===== src/rtl/regfile_pkg.sv =====
// Shared register-file constants and address type used by the register file
// and its writeback arbiter.
package regfile_pkg;
  localparam int REG_ADDR_W   = $clog2(32);
  localparam int SCALAR_WIDTH = 16;

  typedef logic [REG_ADDR_W-1:0] reg_addr_t;

  localparam reg_addr_t ZERO_REG = reg_addr_t'(0);
endpackage


===== src/rtl/regfile_wb_arbiter_rr_arbiter.sv =====
// Round-robin arbiter: grants the first requester after the last winner,
// and the pointer moves only when a grant is issued.
module rr_arbiter #(
  parameter  int N  = 3,
  localparam int IW = (N > 1) ? $clog2(N) : 1
) (
  input  logic          clk,
  input  logic          rst,
  input  logic [N-1:0]  req,
  input  logic          hold,
  output logic [N-1:0]  grant,
  output logic [IW-1:0] grant_idx
);

  logic [IW-1:0] ptr_q;
  logic [IW-1:0] ptr_d;
  logic [IW:0]   cand_s;
  logic [IW-1:0] idx_s;
  logic          found_s;
  logic          sel_s;

  // Scan requesters from ptr+1 upward (mod N); a reset cycle behaves as a hold.
  always_comb begin
    cand_s  = '0;
    idx_s   = '0;
    found_s = 1'b0;
    sel_s   = 1'b0;
    for (int i = 1; i <= N; i++) begin
      cand_s  = {1'b0, ptr_q} + (IW+1)'(i);
      cand_s  = (cand_s >= (IW+1)'(N)) ? (cand_s - (IW+1)'(N)) : cand_s;
      sel_s   = !found_s && req[cand_s[IW-1:0]] && !hold && !rst;
      idx_s   = sel_s ? cand_s[IW-1:0] : idx_s;
      found_s = found_s | sel_s;
    end
    grant     = found_s ? (N'(1) << idx_s) : '0;
    grant_idx = idx_s;
    ptr_d     = found_s ? idx_s : ptr_q;
  end

  // Pointer register; reset leaves source 0 as the first choice.
  always_ff @(posedge clk) begin
    if (rst) begin
      ptr_q <= IW'(N-1);
    end else begin
      ptr_q <= ptr_d;
    end
  end

endmodule


===== src/rtl/regfile_wb_arbiter.sv =====
// Writeback port arbiter plus busy scoreboard for the scalar register file.
// Optional bypass outputs are enabled with REGFILE_WB_BYPASS_EN.
module regfile_wb_arbiter
  import regfile_pkg::*;
#(
  parameter  int REGISTERS = 32,
  parameter  int WIDTH     = SCALAR_WIDTH,
  parameter  int NUM_SRC   = 3,
  localparam int AW        = $clog2(REGISTERS)
) (
  input  logic                     clk,
  input  logic                     rst,
  input  logic [NUM_SRC-1:0]       src_valid,
  output logic [NUM_SRC-1:0]       src_ready,
  input  logic [NUM_SRC*AW-1:0]    src_addr,
  input  logic [NUM_SRC*WIDTH-1:0] src_data,
  input  logic                     wb_hold,
  output logic                     rf_we,
  output logic [AW-1:0]            rf_addr,
  output logic [WIDTH-1:0]         rf_wdata,
`ifdef REGFILE_WB_BYPASS_EN
  output logic                     byp_hit1,
  output logic                     byp_hit2,
  output logic [WIDTH-1:0]         byp_data,
`endif
  input  logic                     issue_valid,
  input  logic [AW-1:0]            issue_rd,
  input  logic [AW-1:0]            chk_a1,
  input  logic [AW-1:0]            chk_a2,
  input  logic [AW-1:0]            chk_rd,
  output logic                     hazard
);

  localparam int IW = (NUM_SRC > 1) ? $clog2(NUM_SRC) : 1;

  logic [NUM_SRC-1:0]   grant_s;
  logic [IW-1:0]        gidx_s;
  logic                 hs_s;
  logic [AW-1:0]        sel_addr_s;
  logic [WIDTH-1:0]     sel_data_s;
  logic                 sel_nz_s;

  logic                 rf_we_q,    rf_we_d;
  logic [AW-1:0]        rf_addr_q,  rf_addr_d;
  logic [WIDTH-1:0]     rf_wdata_q, rf_wdata_d;
  logic [REGISTERS-1:0] busy_q,     busy_d;
  logic [REGISTERS-1:0] clr_s,      set_s;

  rr_arbiter #(.N(NUM_SRC)) u_arb (
    .clk       (clk),
    .rst       (rst),
    .req       (src_valid),
    .hold      (wb_hold),
    .grant     (grant_s),
    .grant_idx (gidx_s)
  );

  assign src_ready = grant_s;

  // Select the winner's payload and form next-state for port and scoreboard.
  always_comb begin
    hs_s       = |grant_s;
    sel_addr_s = src_addr[gidx_s*AW +: AW];
    sel_data_s = src_data[gidx_s*WIDTH +: WIDTH];
    sel_nz_s   = (sel_addr_s != AW'(ZERO_REG));

    rf_we_d    = hs_s & sel_nz_s;
    rf_addr_d  = (hs_s & sel_nz_s) ? sel_addr_s : rf_addr_q;
    rf_wdata_d = (hs_s & sel_nz_s) ? sel_data_s : rf_wdata_q;

    clr_s  = (hs_s & sel_nz_s) ? (REGISTERS'(1) << sel_addr_s) : '0;
    set_s  = (issue_valid && (issue_rd != AW'(ZERO_REG))) ? (REGISTERS'(1) << issue_rd) : '0;
    // Set is applied after clear so a same-edge reissue keeps the register busy.
    busy_d = ((busy_q & ~clr_s) | set_s) & {{(REGISTERS-1){1'b1}}, 1'b0};
  end

  // Write-port and scoreboard registers; reset drops any in-flight write.
  always_ff @(posedge clk) begin
    if (rst) begin
      rf_we_q    <= 1'b0;
      rf_addr_q  <= '0;
      rf_wdata_q <= '0;
      busy_q     <= '0;
    end else begin
      rf_we_q    <= rf_we_d;
      rf_addr_q  <= rf_addr_d;
      rf_wdata_q <= rf_wdata_d;
      busy_q     <= busy_d;
    end
  end

  assign rf_we    = rf_we_q;
  assign rf_addr  = rf_addr_q;
  assign rf_wdata = rf_wdata_q;

  // Busy is already cleared by the time a write sits on the port, so a busy
  // bit seen alongside a matching write means it was re-set and must stall.
  assign hazard = busy_q[chk_a1] | busy_q[chk_a2] | busy_q[chk_rd];

`ifdef REGFILE_WB_BYPASS_EN
  assign byp_hit1 = rf_we_q & (rf_addr_q == chk_a1) & (chk_a1 != AW'(ZERO_REG));
  assign byp_hit2 = rf_we_q & (rf_addr_q == chk_a2) & (chk_a2 != AW'(ZERO_REG));
  assign byp_data = rf_wdata_q;
`endif

endmodule


===== config.mk =====
export PLATFORM = sky130hd
export DESIGN_NAME = regfile_wb_arbiter
export DESIGN_NICKNAME = d
export VERILOG_FILES = /design/src/rtl/regfile_pkg.sv /design/src/rtl/regfile_wb_arbiter_rr_arbiter.sv /design/src/rtl/regfile_wb_arbiter.sv
export SDC_FILE = /design/constraint.sdc
export NUM_CORES = 1
export LEC_CHECK = 0
export ABC_CLOCK_PERIOD_IN_PS = 3500
export CORE_ASPECT_RATIO = 1.2
export CORE_MARGIN = 2
export CORE_UTILIZATION = 49
export CTS_BUF_LIST = sky130_fd_sc_hd__clkbuf_4 sky130_fd_sc_hd__clkbuf_8 sky130_fd_sc_hd__clkbuf_16
export CTS_CLUSTER_SIZE = 16
export DETAILED_ROUTE_END_ITERATION = 7
export GPL_ROUTABILITY_DRIVEN = 0
export PLACE_DENSITY = 0.82
export SLEW_MARGIN = 10
export SYNTH_ARGS = -nofsm -noshare
export SYNTH_HDL_FRONTEND = slang
export SYNTH_SLANG_ARGS = --single-unit

===== constraint.sdc =====
create_clock -name clk -period 3.5 [get_ports clk]
set_input_delay 0.525 -clock clk [delete_from_list [all_inputs] [get_ports clk]]
set_output_delay 0.525 -clock clk [all_outputs]
set_load 0.1 [all_outputs]

# Yosys cells after proc, flatten, opt, wreduce, memory -nomap -nowiden
# Cells that the tools add are included.
[totals]
register_bits = 56
output_inout_bits = 26
elab_cells = 72
[classes]
addsub = 6
n_mul = 1
order_cmp = 9
shift = 5
mux = 21
bitwise = 8
reduce_logical = 16
[ops]
columns = ["cell", "count"]
rows = [
  ["2-to-1 mux 32 bit", 2],
  ["<< shifter 1 x 5 -> 32 bit (first input constant)", 2],
  ["indexed part select 48 x 7 -> 16 bit", 1],
  ["AND 32 bit", 1],
  ["inverter 32 bit", 1],
  ["bitwise OR 32 bit", 1],
  ["< comparator 5 x 6 -> 1 bit (second input constant)", 3],
  ["binary-select mux 1 bit (select 5 bit)", 3],
  ["indexed part select 15 x 6 -> 5 bit", 1],
  ["2-to-1 mux 2 bit", 6],
  ["nonzero test 5 bit", 2],
  ["greater-or-equal comparator 3 x 2 -> 1 bit (second input constant)", 3],
  ["logical AND 1 bit", 9],
  ["< comparator 2 x 3 -> 1 bit (second input constant)", 3],
  ["adder 2 x 2 -> 3 bit (second input constant)", 2],
  ["binary-select mux 1 bit (select 2 bit)", 3],
  ["2-to-1 mux 1 bit", 6],
  ["subtractor 2 bit (second input constant)", 3],
  ["multiplier 2 x 3 -> 5 bit (second input constant)", 1],
  ["zero test 1 bit", 4],
  ["bitwise OR 1 bit", 4],
  ["adder 2 x 1 -> 3 bit (second input constant)", 1],
  ["2-to-1 mux 3 bit", 1],
  ["OR reduction 3 bit", 1],
  ["other kinds (2)", 2],
]

# Logic depth before layout (Yosys ltp)
# Gate-level depths: netlist of run 1.
[depth]
depth_word = 25
depth_mapped = 14
mapped_depth_nobuf = 11

# Hierarchy
# From an unflattened synthesis of run 1, not the netlist that was laid out.
[hier_totals]
hier_cells = 436
hier_area_um2 = 3935.0
[modules_own_cells]
columns = ["mod", "instances", "cells_each", "area_per_inst_um2", "seq_area_each_um2"]
rows = [
  ["regfile_wb_arbiter", 1, 394, 3604.7, 1061.0],
  ["rr_arbiter", 1, 42, 330.3, 40.0],
]

# Least setup slack after synthesis of run 1
# OpenSTA, ideal clock, no wires.
[synth_timing]
path_kind = "reg2out"
startpoint = "register u_arb.ptr_q[0]"
endpoint = "output src_ready[0]"
t_arrival_ps = 4088
t_required_ps = 2975
setup_slack_ps = -1113
stages_incl_launch_ff = 8
path_cell_list = "dfxtp_1 > inv_1 > ha_1 > buf_6 > nor2_1 > o2111ai_1 > nand2_2 > nor3_1"
[synth_via]
elab_chain_cells = 19
[synth_lines]
columns = ["item", "line", "source"]
rows = [
  ["from (decl)", "regfile_wb_arbiter_rr_arbiter.sv:15", "logic [IW-1:0] ptr_q;"],
  ["from (signal assigned)", "regfile_wb_arbiter_rr_arbiter.sv:43", "ptr_q <= IW'(N-1);"],
  ["from (signal assigned)", "regfile_wb_arbiter_rr_arbiter.sv:45", "ptr_q <= ptr_d;"],
  ["adder 2 x 1 -> 3 bit", "regfile_wb_arbiter_rr_arbiter.sv:29", "cand_s = {1'b0, ptr_q} + (IW+1)'(i);"],
  ["greater-or-equal comparator 3 x 2 -> 1 bit or subtractor 2 bit (tied branches)", "regfile_wb_arbiter_rr_arbiter.sv:30", "cand_s = (cand_s >= (IW+1)'(N)) ? (cand_s - (IW+1)'(N)) : cand_s;"],
  ["2-to-1 mux 2 bit", "regfile_wb_arbiter_rr_arbiter.sv:30", ""],
  ["binary-select mux 1 bit (select 2 bit)", "regfile_wb_arbiter_rr_arbiter.sv:31", "sel_s = !found_s && req[cand_s[IW-1:0]] && !hold && !rst;"],
  ["2-to-1 mux 1 bit (implied by the code)", "regfile_wb_arbiter_rr_arbiter.sv:31", ""],
  ["logical AND 1 bit (2 in a row)", "regfile_wb_arbiter_rr_arbiter.sv:31", ""],
  ["zero test 1 bit", "regfile_wb_arbiter_rr_arbiter.sv:31", ""],
  ["logical AND 1 bit (3 in a row)", "regfile_wb_arbiter_rr_arbiter.sv:31", ""],
  ["bitwise OR 1 bit", "regfile_wb_arbiter_rr_arbiter.sv:33", "found_s = found_s | sel_s;"],
  ["zero test 1 bit", "regfile_wb_arbiter_rr_arbiter.sv:31", ""],
  ["logical AND 1 bit (3 in a row)", "regfile_wb_arbiter_rr_arbiter.sv:31", ""],
  ["2-to-1 mux 2 bit", "regfile_wb_arbiter_rr_arbiter.sv:32", "idx_s = sel_s ? cand_s[IW-1:0] : idx_s;"],
  ["<< shifter 1 x 2 -> 3 bit", "regfile_wb_arbiter_rr_arbiter.sv:35", "grant = found_s ? (N'(1) << idx_s) : '0;"],
  ["2-to-1 mux 3 bit *", "regfile_wb_arbiter_rr_arbiter.sv:35", ""],
  ["to (decl)", "regfile_wb_arbiter.sv:14", "output logic [NUM_SRC-1:0] src_ready,"],
]
# Mark *: on every way between the ends. The rest lies on a longest branch, timed or not. The select of a mux whose other input is x is not followed.

# Worst setup path in the final report of run 1
[layout_timing]
startpoint = "register u_arb.ptr_q[1]"
endpoint = "register busy_q[2]"
[layout_via]
elab_chain_cells = 25
[layout_lines]
columns = ["item", "line", "source"]
rows = [
  ["adder 2 x 1 -> 3 bit", "regfile_wb_arbiter_rr_arbiter.sv:29", ""],
  ["greater-or-equal comparator 3 x 2 -> 1 bit or subtractor 2 bit (tied branches)", "regfile_wb_arbiter_rr_arbiter.sv:30", ""],
  ["2-to-1 mux 2 bit", "regfile_wb_arbiter_rr_arbiter.sv:30", ""],
  ["binary-select mux 1 bit (select 2 bit)", "regfile_wb_arbiter_rr_arbiter.sv:31", ""],
  ["2-to-1 mux 1 bit (implied by the code)", "regfile_wb_arbiter_rr_arbiter.sv:31", ""],
  ["logical AND 1 bit (2 in a row)", "regfile_wb_arbiter_rr_arbiter.sv:31", ""],
  ["zero test 1 bit", "regfile_wb_arbiter_rr_arbiter.sv:31", ""],
  ["logical AND 1 bit (3 in a row)", "regfile_wb_arbiter_rr_arbiter.sv:31", ""],
  ["[... 6 more ...]", "n/a", ""],
  ["multiplier 2 x 3 -> 5 bit or << shifter 1 x 2 -> 3 bit (tied branches)", "regfile_wb_arbiter.sv:63, regfile_wb_arbiter_rr_arbiter.sv:35", ""],
  ["indexed part select 15 x 6 -> 5 bit or 2-to-1 mux 3 bit (tied branches)", "regfile_wb_arbiter.sv:63, regfile_wb_arbiter_rr_arbiter.sv:35", ""],
  ["nonzero test 5 bit or OR reduction 3 bit (tied branches)", "regfile_wb_arbiter.sv:65, regfile_wb_arbiter.sv:62", ""],
  ["AND 1 bit", "regfile_wb_arbiter.sv:71", "clr_s = (hs_s & sel_nz_s) ? (REGISTERS'(1) << sel_addr_s) : '0;"],
  ["2-to-1 mux 32 bit *", "regfile_wb_arbiter.sv:71", ""],
  ["inverter 32 bit *", "regfile_wb_arbiter.sv:74", "busy_d = ((busy_q & ~clr_s) | set_s) & {{(REGISTERS-1){1'b1}}, 1'b0};"],
  ["AND 32 bit *", "regfile_wb_arbiter.sv:74", ""],
  ["bitwise OR 32 bit *", "regfile_wb_arbiter.sv:74", ""],
  ["to (signal assigned)", "regfile_wb_arbiter.sv:88", "busy_q <= busy_d;"],
  ["to (decl)", "regfile_wb_arbiter.sv:46", "logic [REGISTERS-1:0] busy_q, busy_d;"],
]
# Marked as above.
# A chain may end at the register's enable or synchronous reset.

==> results of run 1 <==
-- state kept, by name, indices dropped and copies added (netlist names) --
name         count
busy_q          31
rf_addr          5
rf_wdata        16
rf_we            1
u_arb.ptr_q      2
-- synth_stat cells (9+ instances only) --
cell / count
a21oi_1: 55
nand2_1: 74
mux2i_1: 21
clkbuf_1: 25
a2bb2oi_1: 16
mux4_2: 27
o21ai_0: 32
o21ai_1: 9
nor2_1: 10
a311oi_1: 16
dfxtp_1: 55
o311ai_2: 11
nand3_1: 15
-- layout make-up --
cell class | count | area (um2)
clock inverter | 2 | 37.5
fill | 654 | 2640
tap | 95 | 119
timing repair buffer | 134 | 1360
inverter | 6 | 25.0
clock buffer | 5 | 68.8
multi-input combinational | 356 | 2760
sequential | 55 | 1100
-- cells by family (layout without fill, tap and decap cells) --
group,after synthesis,in the layout
compound gates,162,162
simple gates,138,138
flops,55,55
mux,53,53
buf+inv,47,147
fa+ha+maj,3,3
-- through the flow --
step | util [%] | hold slack, ns | power [mW]
2_1_floorplan | - | 0.465 | 2.13
3_3_place_gp | 66.1 | 0.476 | 2.60
3_5_place_dp | 66.1 | 0.471 | 2.62
4_1_cts | 67.4 | 0.487 | 3.04
5_1_grt | 67.5 | 0.519 | 3.16
6_report | 67.5 | 0.487 | 3.04
-- power groups by stage --
stage / Combinational, mW / Sequential (mW) / Clock [mW]
2_1_floorplan: 0.648 / 1.48 / 0
3_3_place_gp: 1.78 / 0.820 / 0
3_5_place_dp: 1.80 / 0.818 / 0
4_1_cts: 1.81 / 0.807 / 0.420
5_1_grt: 1.90 / 0.817 / 0.446
6_report: 1.82 / 0.807 / 0.421
-- how the worst min path moves through the flow --
stage | to | slack [ns] | depth (start not counted)
global placement | rf_addr[4]$_SDFFE_PP0P_ | 0.48 | 2
CTS | rf_addr[3]$_SDFFE_PP0P_ | 0.49 | 2
floorplan | busy_q[6]$_SDFF_PP0_ | 0.46 | 2
detailed placement | rf_addr[3]$_SDFFE_PP0P_ | 0.47 | 2
global route | rf_addr[4]$_SDFFE_PP0P_ | 0.52 | 2
finish | rf_addr[3]$_SDFFE_PP0P_ | 0.49 | 2
-- placed cells by master (no fill, tap or decap), types with 4 or more instances in the layout --
master           instances
clkdlybuf4s50_1        109
nand2_1                 74
dfxtp_1                 55
a21oi_1                 54
o21ai_0                 32
mux4_2                  27
mux2i_1                 21
buf_4                   17
a311oi_1                16
a2bb2oi_1               16
nand3_1                 15
o311ai_2                11
nor2_1                  10
o21ai_1                  9
nor2b_1                  8
buf_12                   6
nor3_1                   5
o311ai_0                 5
clkbuf_8                 5
inv_1                    4
or3b_1                   4
-- worst max-delay path, delay by kind of cell (launching register included) --
kind                       cells  cell delay, ns
DFF                            1            0.38
AOI/OAI and AO/OA              4            0.85
adders and majority gates      1            0.46
and+or+nand+nor                2            0.54
muxes                          2            0.73
buffers and inverters          2            0.21
-- routing by layer --
layer	global-route usage (%)	up-vias	share of wire [%]
li1	-	1957	-
met1	32.6	1998	38
met2	46.0	230	50
met3	5.26	39	7.2
met4	12.5	0	4.3
met5	0	-	0
==> reports/metrics.cfg, run 1 <==
[power]
internal_power_mw = 1.51
pwr-share-clk_pct = 13.8
power.leakage_nw = 1.99
switchingPower_mw = 1.53
p_sw_share_pct = 50.2
power-per-cell-area_mw_per_mm2 = 556
seq_power_share_pct = 26.5
combPwrFrac_pct = 59.7
peakVddDrop_mv = 0.444

[global_routing]
gr-total-overflow = 0
grt_pass1_wl_mm = 19.6
grtUsageTotal_pct = 27.1
grt_pass1_vias = 4029
antenna_found_initial = 0
grt_max_degree = 39

[drt]
drt-pass1-iter-count = 6
drtIter0Drc = 397
vias = 4224
avgViaCountPerCell = 6.47
post_drt_wl_per_cell_um = 19.0
drt_wl_total_mm = 12.4
final_antenna_net_count = 0
drc_errors = 0

[die]
die_x_um = 87.1
start_util_pct = 50.1
design.core.area_mm2 = 0.00811
fp-row-count = 36
die_y_um = 104
die-area_mm2 = 0.00904
io_pins = 116

[status]
status = finished clean

[setup_path]
crit_top_cell = mux2_4
rrSetupSlack_ns = 0.20
r2r-end = busy_q[2]$_SDFF_PP0_
crit_type = flip-flop to flip-flop
slowest_stage = or3b_1
crit_start = u_arb.ptr_q[1]$_SDFFE_PP1P_
end_kind = flip-flop
critical_path_peak_fanout = 9
required_ns = 3.69
r2r_cells = 11
worstReg2RegStart = u_arb.ptr_q[1]$_SDFFE_PP1P_
cp-start-kind = flip-flop
critical_path.cell_chain = inv_1 -> ha_1 -> mux2_4 -> o211ai_4 -> mux2_4 -> inv_4 -> nand2_1 -> o211ai_1 -> or3b_1 -> o31ai_1 -> a21oi_1
max_stage_delay_ns = 0.48
crit_arrival_ns = 3.49
cp-endpoint = busy_q[2]$_SDFF_PP0_

[yosys]
synthArstFlopShare_pct = 0
synth_adder_area_share_pct = 0.924
synth-seq-cells = 55
synth_top_area_share_pct = 27.1
synth_top_family_by_area = compound AO/OA/AOI/OAI gates
synthMuxAreaShare_pct = 21.7
yosysUniqueCellTypes = 51
yosysTopAreaCell = dfxtp_1
synth_cells = 458
synth_sequential_area_ratio_pct = 27.1
synth_area_mm2 = 0.00406
synthXorXnorAreaFrac_pct = 0
ys_warn_count = 0
synth-simple-area-share_pct = 16.3
synth-edff-count = 0
synth_compound_area_share_pct = 28.3
synth_flop_cell = dfxtp_1
syn_nets = 551
syn_area_per_cell_um2 = 8.87
netlist_top_cells_area = dfxtp_1, mux4_2, nand2_1, a21oi_1, mux2i_1

[timing]
post-route-period-util_pct = 94.3
fin_crit_ns = 3.30
finalSetupViolations = 0
final.setup.tns_ns = 0
max_slew_margin_pct = 30.7
fin_worst_skew_ns = 0.00551
rsz0062_at_grt = no
worst_pin_slew_ns = 1.04
finalHoldViolations = 0
setup_ws_ns = 0.199
drv_slew = 0
fmax_mhz = 303

[clock_network]
numCtsBuffers = 5
cts.sinks = 55
ctsHoldBuffers = 0
path_clk_slew_ns = 0.10
postCtsSetupBuffers = 0
cts_resized = 0
cts_max_level = 2
clock_insertion_delay_worst_skew_ns = 0.31
cts_root_buf = clkbuf_8
clock_path_buffers = 2
cts_tree = yes

[cells_and_area]
fin_cells = 653
post-route-cell-area_mm2 = 0.00547
final_nets = 651
drive_gt1_share_pct = 15.4
n_antenna_cell = 0
syn2layout_area_growth_pct = 34.6

[placed_design]
dp_hpwl_mm = 9.59
place_ws_ns = 0.0716
dpl_cell_area_mm2 = 0.00536
port_buffers = 115
place_inst = 646

[min_path]
min_from = rf_addr[3]$_SDFFE_PP0P_
hold_class = flip-flop to flip-flop

[flow_run]
maxCapViolations = 0

(Power assumes the default switching activity.)
==> run 2, diff against run 1 <==
--- a/config.mk
+++ b/config.mk
@@ -8,12 +8,11 @@
 export ABC_CLOCK_PERIOD_IN_PS = 3500
 export CORE_ASPECT_RATIO = 1.2
 export CORE_MARGIN = 2
-export CORE_UTILIZATION = 49
+export CORE_UTILIZATION = 25
 export CTS_BUF_LIST = sky130_fd_sc_hd__clkbuf_4 sky130_fd_sc_hd__clkbuf_8 sky130_fd_sc_hd__clkbuf_16
 export CTS_CLUSTER_SIZE = 16
 export DETAILED_ROUTE_END_ITERATION = 7
 export GPL_ROUTABILITY_DRIVEN = 0
-export PLACE_DENSITY = 0.82
 export SLEW_MARGIN = 10
 export SYNTH_ARGS = -nofsm -noshare
 export SYNTH_HDL_FRONTEND = slang
==> reports/metrics.cfg, run 2 (synthesis results as in run 1) <==
[timing]
fmax_mhz = 304  ; +0.19%
finalHoldViolations = 0  ; unchanged
worst_pin_slew_ns = 0.999  ; -0.0372 ns
whs_ns = 0.497  ; +0.00974 ns
fin_worst_skew_ns = 0.00293  ; -0.00258 ns
drv_slew = 0  ; unchanged
final.setup.tns_ns = 0  ; unchanged
fin_crit_ns = 3.29  ; -0.00620 ns
max_slew_margin_pct = 33.2  ; +2.5 points
rsz0062_at_grt = no
finalSetupViolations = 0  ; unchanged
post-route-period-util_pct = 94.1  ; -0.18 points

[die]
fp-row-count = 51  ; +42%
io_pins = 116  ; unchanged
die-area_mm2 = 0.0173  ; +91%
design.core.area_mm2 = 0.0161  ; +98%
die_y_um = 144  ; +38%
start_util_pct = 25.3  ; -25 points
die_x_um = 120  ; +38%

[setup_path]
critical_path.cell_chain = inv_1 -> ha_1 -> mux2_4 -> o211ai_4 -> mux2_4 -> nor2_1 -> a31oi_1 -> buf_4 -> or3_1 -> buf_12 -> o311ai_0
critical_path_peak_fanout = 35  ; +26
slowest_stage = ha_1
crit_top_cell = mux2_4
crit_type = flip-flop to flip-flop
crit_arrival_ns = 3.48  ; about the same
r2r_cells = 11  ; unchanged
required_ns = 3.69  ; about the same
end_kind = flip-flop
cp-start-kind = flip-flop
max_stage_delay_ns = 0.47  ; about the same

[clock_network]
clock_insertion_delay_worst_skew_ns = 0.30  ; about the same
cts.sinks = 55  ; unchanged
cts_tree = yes
postCtsSetupBuffers = 0  ; unchanged
clock_path_buffers = 2  ; unchanged
path_clk_slew_ns = 0.07  ; -0.03 ns
cts_root_buf = clkbuf_16
numCtsBuffers = 5  ; unchanged
cts_max_level = 2  ; unchanged

[cells_and_area]
largest_reg_flops = 31  ; unchanged
final_cell_mix = clkdlybuf4s50_1, nand2_1, dfxtp_1
syn2layout_area_growth_pct = 39.7
max_flop_register = busy_q
drive_gt1_share_pct = 16.0  ; +0.63 points
final_nets = 653  ; +0.31%
n_antenna_cell = 0  ; unchanged
post-route-cell-area_mm2 = 0.00568  ; +3.8%
layout_commonest_cell = clkdlybuf4s50_1

[drt]
post_drt_wl_per_cell_um = 16.9  ; -11%
final_antenna_net_count = 0  ; unchanged
drc_errors = 0  ; unchanged
drtIter0Drc = 202  ; -49%
wl_met3_mm = 1.10  ; +23%
wl_met1_mm = 5.23  ; +11%
drt-pass1-iter-count = 4  ; -2
drt_wl_total_mm = 13.1  ; +5.4%
avgViaCountPerCell = 5.22  ; -19%
vias = 4037  ; -4.4%
route.met2.wl_mm = 6.54  ; +4.6%
topRoutingLayerUsed = met4

[flow_run]
maxCapViolations = 0  ; unchanged

[status]
status = finished clean

[global_routing]
grt_pass1_vias = 4167  ; +3.4%
grt_max_degree = 39  ; unchanged
gr-total-overflow = 0  ; unchanged
antenna_found_initial = 0  ; unchanged
grt_pass1_wl_mm = 21.1  ; +7.2%
grtUsageTotal_pct = 15.2  ; -12 points

[min_path]
hold_depth = 2  ; unchanged
hold_class = flip-flop to flip-flop

[power]
seq_power_share_pct = 25.5  ; -1.0 points
pwr-share-clk_pct = 16.5  ; +2.7 points
switchingPower_mw = 1.56  ; +2.0%
internal_power_mw = 1.58  ; +4.3%
peakVddDrop_mv = 0.368  ; -17%
combPwrFrac_pct = 58.1  ; -1.6 points
power.leakage_nw = 2.01  ; +0.88%
p_sw_share_pct = 49.7  ; -0.55 points
power-per-cell-area_mw_per_mm2 = 553  ; -0.64%

[placed_design]
port_buffers = 115  ; unchanged
dpl_cell_area_mm2 = 0.00552  ; +3.0%
dp_hpwl_mm = 10.4  ; +8.6%

run 2: final timing paths:
path | from | end | slack (ns)
min | rf_addr[0]$_SDFFE_PP0P_ | rf_addr[0]$_SDFFE_PP0P_ | 0.50
max reg2reg | u_arb.ptr_q[1]$_SDFFE_PP1P_ | rf_wdata[4]$_SDFFE_PP0P_ | 0.21
min reg2reg | rf_addr[0]$_SDFFE_PP0P_ | rf_addr[0]$_SDFFE_PP0P_ | 0.50
max | u_arb.ptr_q[1]$_SDFFE_PP1P_ | rf_wdata[4]$_SDFFE_PP0P_ | 0.21
run 2: area by class of cell:
| cell class | instances | area, um2 |
|---|---|---|
| Timing Repair Buffer | 136 | 1370 |
| Sequential cell | 55 | 1100 |
| Fill cell | 1689 | 10400 |
| Tap cell | 212 | 265 |
| Inverter | 6 | 25.0 |
| Multi-Input combinational cell | 356 | 2760 |
| Clock buffer | 5 | 125 |
| Clock inverter | 3 | 27.5 |
run 2: metal layers:
| layer | GRT usage (%) | vias up |
|---|---|---|
| li1 | - | 1958 |
| met1 | 17.3 | 1914 |
| met3 | 4.80 | 14 |
| met2 | 27.7 | 151 |
| met5 | 0 | - |
| met4 | 3.79 | 0 |
run 2: what timing repair did:
action / CTS / global route
setup endpoints to repair: 0 / 7
hold buffers: 0 / 0
gates resized for setup: 0 / 1
run 2: critical path, delay by kind of cell, from the launching register on:
kind | cells | cell delay (ns)
DFF | 1 | 0.35
buffers and inverters | 3 | 0.44
and+or+nand+nor | 2 | 0.53
adders and majority gates | 1 | 0.47
AOI/OAI and AO/OA | 3 | 0.63
muxes | 2 | 0.74
run 2: through the flow:
step                      util, %  setup WS (ns)  total power, mW  instances
after floorplan                 -          0.149             2.13        458
after global placement       34.3          0.191             2.61        765
after detailed placement     34.3         0.0851             2.63        765
after CTS                    35.3          0.211             3.16        773
after global routing         35.3         0.0297             3.28        773
final                        35.3          0.205             3.14        773
run 2: power by group through the flow:
stage	logic [mW]	registers (mW)	clock network [mW]
floorplan	0.648	1.48	0
global placement	1.79	0.813	0
detailed placement	1.82	0.806	0
CTS	1.83	0.799	0.533
global route	1.92	0.811	0.556
finish	1.82	0.799	0.518
